File: src/rtl/ext_unit_arbiter.sv
// ext_unit_arbiter: shares one 16->32 immediate-extension datapath between the
// ID-stage immediate path (req0) and the branch-target unit (req1).
// Uses round-robin arbitration and a one-entry registered result.
//
// Ports:
//   clk_i, rst_i                      clock, async active-high reset
//   reqN_valid_i/data_i/mode_i        requester N immediate + extension mode
//   reqN_ready_o                      requester N transfer accepted (combinational)
//   rsp_valid_o/data_o/id_o           registered result, its owner index
//   rsp_ready_i                       consumer takes result this cycle
//
// Modes: 00 SEXT, 01 ZEXT, 10 LUI, 11 BOFF (SEXT << 2).
module ext_unit_arbiter #(
  parameter int unsigned IN_W  = 16,
  parameter int unsigned OUT_W = 32
) (
  input  logic             clk_i,
  input  logic             rst_i,
  input  logic             req0_valid_i,
  input  logic [IN_W-1:0]  req0_data_i,
  input  logic [1:0]       req0_mode_i,
  output logic             req0_ready_o,
  input  logic             req1_valid_i,
  input  logic [IN_W-1:0]  req1_data_i,
  input  logic [1:0]       req1_mode_i,
  output logic             req1_ready_o,
  output logic             rsp_valid_o,
  output logic [OUT_W-1:0] rsp_data_o,
  output logic             rsp_id_o,
  input  logic             rsp_ready_i
);

  localparam int unsigned EXT_W = OUT_W - IN_W;

  typedef enum logic {EMPTY = 1'b0, FULL = 1'b1} state_t;

  state_t           state_q, state_d;
  logic [OUT_W-1:0] data_q, data_d;
  logic             id_q, id_d;
  logic             last_grant_q, last_grant_d;

  logic             grant0, grant1;
  logic             accept_ok;
  logic             xfer0, xfer1;

  // Extension of the granted raw immediate.
  function automatic logic [OUT_W-1:0] extend(input logic [IN_W-1:0] d,
                                              input logic [1:0]      mode);
    logic [OUT_W-1:0] sext;
    sext = {{EXT_W{d[IN_W-1]}}, d};
    case (mode)
      2'b00:   extend = sext;
      2'b01:   extend = {{EXT_W{1'b0}}, d};
      2'b10:   extend = {d, {EXT_W{1'b0}}};
      default: extend = sext << 2;
    endcase
  endfunction

  // State register and result register.
  always_ff @(posedge clk_i or posedge rst_i) begin
    if (rst_i) begin
      state_q      <= EMPTY;
      data_q       <= '0;
      id_q         <= 1'b0;
      last_grant_q <= 1'b1;
    end else begin
      state_q      <= state_d;
      data_q       <= data_d;
      id_q         <= id_d;
      last_grant_q <= last_grant_d;
    end
  end

  // Arbitration, handshake and next-state logic.
  always_comb begin
    state_d      = state_q;
    data_d       = data_q;
    id_d         = id_q;
    last_grant_d = last_grant_q;

    // A contested grant goes to the requester that did not win last.
    grant0 = req0_valid_i & (~req1_valid_i | last_grant_q);
    grant1 = req1_valid_i & (~req0_valid_i | ~last_grant_q);

    // A full register that is draining this cycle can be refilled on the same edge.
    accept_ok    = (state_q == EMPTY) | ((state_q == FULL) & rsp_ready_i);
    req0_ready_o = ~rst_i & accept_ok & grant0;
    req1_ready_o = ~rst_i & accept_ok & grant1;

    xfer0 = req0_valid_i & req0_ready_o;
    xfer1 = req1_valid_i & req1_ready_o;

    case (state_q)
      EMPTY: begin
        if (xfer0 | xfer1) state_d = FULL;
      end
      FULL: begin
        if (rsp_ready_i & ~(xfer0 | xfer1)) state_d = EMPTY;
      end
      default: state_d = EMPTY;
    endcase

    if (xfer0) begin
      data_d       = extend(req0_data_i, req0_mode_i);
      id_d         = 1'b0;
      last_grant_d = 1'b0;
    end else if (xfer1) begin
      data_d       = extend(req1_data_i, req1_mode_i);
      id_d         = 1'b1;
      last_grant_d = 1'b1;
    end
  end

  assign rsp_valid_o = (state_q == FULL);
  assign rsp_data_o  = data_q;
  assign rsp_id_o    = id_q;

endmodule

File: config.mk
export PLATFORM = sky130hd
export DESIGN_NAME = ext_unit_arbiter
export DESIGN_NICKNAME = d
export VERILOG_FILES = /design/src/rtl/ext_unit_arbiter.sv
export SDC_FILE = /design/constraint.sdc
export NUM_CORES = 1
export LEC_CHECK = 0
export BUFFER_PORTS_ARGS = -buffer_cell sky130_fd_sc_hd__buf_2
export CAP_MARGIN = 20
export CORE_ASPECT_RATIO = 1.1
export CORE_MARGIN = 2
export CORE_UTILIZATION = 47
export CTS_BUF_LIST = sky130_fd_sc_hd__clkbuf_4
export CTS_CLUSTER_SIZE = 12
export DETAILED_ROUTE_END_ITERATION = 16
export PLACE_DENSITY = 0.85
export SLEW_MARGIN = 10
export SYNTH_ARGS = -nofsm -noshare
export SYNTH_HDL_FRONTEND = slang
export SYNTH_SLANG_ARGS = --single-unit
File: constraint.sdc
create_clock -name clk_i -period 2.3 [get_ports clk_i]
set_clock_uncertainty 0.2 [all_clocks]
set_input_delay 0.46 -clock clk_i [delete_from_list [all_inputs] [get_ports clk_i]]
set_output_delay 0.46 -clock clk_i [all_outputs]
set_load 0.03 [all_outputs]
### Yosys cells after proc, flatten, opt, wreduce, memory -nomap -nowiden

Cells that the tools add are included.

| operators by class | value |
|---|---|
| reduce and logical (&&, ||, !) cells | 3 |
| bitwise gates (word level) | 19 |
| equality and inequality tests | 4 |
| multiplexer cells | 9 |

Operator list:

| operator | count |
|---|---|
| $pmux W32 S3 | 2 |
| $mux W32 | 2 |
| $and A1 B1 Y1 | 9 |
| $not A1 Y1 | 6 |
| $eq A2 B1 Y1 const B | 2 |
| $eq A2 B2 Y1 const B | 2 |
| $logic_not A2 Y1 | 2 |
| $mux W1 | 4 |
| $or A1 B1 Y1 | 4 |
| $pmux W1 S2 | 1 |
| $reduce_bool A2 Y1 | 1 |

| word-level totals | value |
|---|---|
| bits in registers | 35 |
| word-level logic and storage cells | 39 |

### Depth between registers and ports, before layout

| logic depth | value |
|---|---|
| word-level depth | 10 |
| gate-level depth with buffers | 6 |
| gate-level depth less buffers | 4 |

### Worst setup path after synthesis

OpenSTA, ideal clock, no wires.

| timing path | value |
|---|---|
| path kind | input to output |
| start point | input port rst_i |
| end point | output port req1_ready_o |
| cell stages on the path | 4 |
| path buffers | 1 |
| setup slack | -400 ps |
| data arrival time | 2040 ps |
| cells stage by stage | inv_1 > nand4_4 > buf_1 > inv_1 |

| on the way | value |
|---|---|
| word-level cells in the longest chain between the ends | 3 |

RTL lines:

| element | line | text |
|---|---|---|
| start, declared | 18 | `input logic rst_i,` |
| $not A1 Y1 | 88 | `req1_ready_o = ~rst_i & accept_ok & grant1;` |
| $and A1 B1 Y1 (2 in a row) | 88 |  |
| end, declared | 26 | `output logic req1_ready_o,` |

Every way passes these cells.

### Final worst setup path

| timing path | value |
|---|---|
| start point | register last_grant_q |
| end point | output port req0_ready_o |

| on the way | value |
|---|---|
| word-level cells in the longest chain between the ends | 3 |

RTL lines:

| element | line | text |
|---|---|---|
| start, declared | 40 | `logic last_grant_q, last_grant_d;` |
| start signal, assigned | 70 | `last_grant_q <= last_grant_d;` |
| $or A1 B1 Y1 | 82 | `grant0 = req0_valid_i & (~req1_valid_i \| last_grant_q);` |
| $and A1 B1 Y1 | 82 |  |
| $and A1 B1 Y1 | 87 | `req0_ready_o = ~rst_i & accept_ok & grant0;` |
| end, declared | 22 | `output logic req0_ready_o,` |

Every way passes these cells.

==> results.yml <==
sta:
  finalCritPeriodShare: 0.897
  drv_slew: 0
  worst_pin_slew_ps: 956
  fin_tns_setup_ps: 0
  rsz0062_at_grt: "false"
  min_period_ps: 2060
  max_freq_ghz: 0.485
  setup_viol: 0
  slew_headroom: 0.360
  layout_setup_ws_ps: 238
  hold_viol_final: 0
placed_design:
  dpl_cell_area_um2: 2680
  gp_congestion: 0.871
  dp_hpwl_um: 5050
  io_buffer_count: 76
  dp_slack_ps: -19.9
  dpl.cell_count: 385
worst_setup_path:
  cp.required_ps: 1640
  crit_path_cell_trace: "o2111ai_4, inv_1, buf_2"
  slowest_delay_ps: 590
  critPathKind: "flip-flop to primary output"
  cp.arrival_ps: 1400
  worstPathMaxFanout: 3
  crit_path_start_kind: "flip-flop"
  cp-end-kind: "primary output"
  cp_slowest_cell: "dfstp_2"
synth:
  synth_area_per_cell_um2: 8.59
  synth-seq-cells: 35
  yosys.area_share.simple: 0.194
  synthCells: 268
  synthTopCellsByArea: "dfrtp_1 (37%), a21oi_1 (10%), nor2b_1 (9.2%)"
  synth-xor-area-share: 0
  synth.top_cell.area_share: 0.369
  yosysWarnings: 0
  synthMuxAreaShare: 0.00923
  synth_top_family_by_area: "compound AO/OA/AOI/OAI gates"
  synthAdderAreaFrac: 0
  syn_area_um2: 2300
  synth_nets: 309
  synth_seq_area_share: 0.381
  synth_compound_area_frac: 0.345
  synth_cell_types: 33
  synth_top_cell_by_area: "dfrtp_1"
global_routing:
  gr-usage-all-layers: 0.262
  grt_max_degree: 35
  antenna_found_initial: 0
  grt_pass1_vias: 2326
  grt_pass1_wl_um: 11400
  grt_remaining_overflow: 0
clock_network:
  tritoncts: "built"
  cts_htree_levels: 2
  postCtsHoldBufs: 0
  cts_buffers: 5
  insertion_delay_ps: 370
  clk_pin_slew_ps: 140
  post_cts_buffers: 0
  post_cts_resized: 0
  ctsLongestPathBuffers: 2
  clkSinkCount: 35
  cts_root_buffer: "clkbuf_4"
die:
  core_um2: 4680
  die_x_um: 70.8
  die_h_um: 77.4
  pin_count: 77
  initial_core_util: 0.492
  dieArea_um2: 5480
  rows: 26
cells_and_area:
  multi_input_area_um2: 1260
  seqCellArea_um2: 877
  diodes: 0
  final_nets: 377
  synthToLayoutAreaGrowth_pct: 21.0
  final_area_um2: 2790
  fillers: 428
  drive_gt1_frac: 0.297
  stdcell_count: 393
drt:
  drt_pass1_iterations: 5
  drcViolationCount: 0
  first_iter_violations: 258
  ant_nets: 0
  wl_per_cell_um: 17.8
  vias_per_cell: 6.10
  dr_total_vias: 2399
  wl_um: 6980
run:
  maxCapViolations: 0
run_status:
  outcome: "finished clean"
power_and_ir_drop:
  p_leak_nw: 1.38
  total_power_w: 0.00220
  ir_drop_mv: 0.531
  power_density_nw_per_um2: 788
hold_path:
  hp-class: "input port to async pin"
## kinds of logic after synthesis
logic type             count (synthesis)
multiplexers                           2
AND/OR/NAND/NOR                       77
flip-flops                            35
AO/OA/AOI/OAI                        124
buffers and inverters                 30
## worst max-delay path, delay by kind of cell (launching register included)
kind | cells | cell delay [ps]
compound gates | 1 | 130
buf+inv | 2 | 310
flops | 1 | 590
## state kept, by name, indices dropped and copies added (netlist names)
name and count:
last_grant_q 1, rsp_id_o 1, rsp_valid_o 1, rsp_data_o 32
## synth_stat cells
| cell | n |
|---|---|
| a21oi_1 | 46 |
| dfrtp_1 | 34 |
| nor2b_1 | 34 |
| o21ai_0 | 28 |
| nand2_1 | 24 |
| a211o_1 | 14 |
| a22oi_1 | 14 |
| o221ai_1 | 14 |
| buf_2 | 12 |
| and2b_1 | 8 |
| clkbuf_1 | 5 |
| inv_1 | 5 |
| buf_6 | 4 |
| a31oi_1 | 2 |
| and2_1 | 2 |
| inv_2 | 2 |
| nor2_1 | 2 |
| o21ai_1 | 2 |
| or3b_1 | 2 |
| a221o_1 | 1 |
| a221oi_1 | 1 |
| and2_0 | 1 |
| buf_1 | 1 |
| buf_4 | 1 |
| dfstp_2 | 1 |
| mux2_2 | 1 |
| mux2i_1 | 1 |
| nand2b_1 | 1 |
| nand2b_2 | 1 |
| nand3_1 | 1 |
| nand4_4 | 1 |
| o2111ai_4 | 1 |
| o211ai_1 | 1 |
## power breakdown
group	switching [W]	internal, W	total, W
Combinational	0.000540	0.000261	0.000801
Sequential	0.0000739	0.000747	0.000820
Clock	0.000236	0.000338	0.000574
## cell usage in the layout (no fill, tap or decap), types with 2 or more instances in the layout
cell type,count
o221ai_1,14
a211o_1,14
dfrtp_1,34
a31oi_1,2
nand2_1,24
inv_2,2
clkbuf_4,5
inv_1,4
or3b_1,2
nor2_1,2
bufinv_16,2
and2b_1,8
a22oi_1,14
and2_1,2
o21ai_1,2
o21ai_0,28
buf_4,8
nor2b_1,34
clkinvlp_4,2
a21oi_1,46
buf_2,76
## routing by layer
layer / global-route usage / wire length [um] / vias up
met5: 0 / 0 / -
met4: 0.0755 / 110 / 0
met3: 0.0390 / 584 / 17
met2: 0.443 / 3520 / 135
met1: 0.347 / 2760 / 1130
li1: - / - / 1117
## final timing paths
kind | startpoint | endpoint | slack (ps) | cells past startpoint
max | last_grant_q$_DFFE_PP1P_ | req0_ready_o | 240 | 3
min | rst_i | rsp_data_o[0]$_DFFE_PP0P_ | 20 | 3
max reg2reg | last_grant_q$_DFFE_PP1P_ | rsp_data_o[16]$_DFFE_PP0P_ | 500 | 5
min reg2reg | rsp_id_o$_DFFE_PP0P_ | rsp_id_o$_DFFE_PP0P_ | 290 | 2
max in group asynchronous | rst_i | last_grant_q$_DFFE_PP1P_ | 1610 | 3
min in group clk_i | req1_valid_i | last_grant_q$_DFFE_PP1P_ | 140 | 3
## through the flow
| stage | hold slack [ps] | utilization |
|---|---|---|
| finish | 20.4 | 0.595 |
| global route | 48.0 | 0.595 |
| CTS | 33.9 | 0.595 |
| detailed placement | 263 | 0.573 |
| global placement | 255 | 0.573 |
| floorplan | 241 | - |
## area by class of cell
type / count / area share
Tap cell: 56 / 0.0251
Inverter: 7 / 0.0108
Sequential cell: 35 / 0.315
Timing Repair Buffer: 84 / 0.158
Clock inverter: 3 / 0.0242
Multi-Input combinational cell: 203 / 0.454
Clock buffer: 5 / 0.0135
Power figures use the tool's default switching activity.
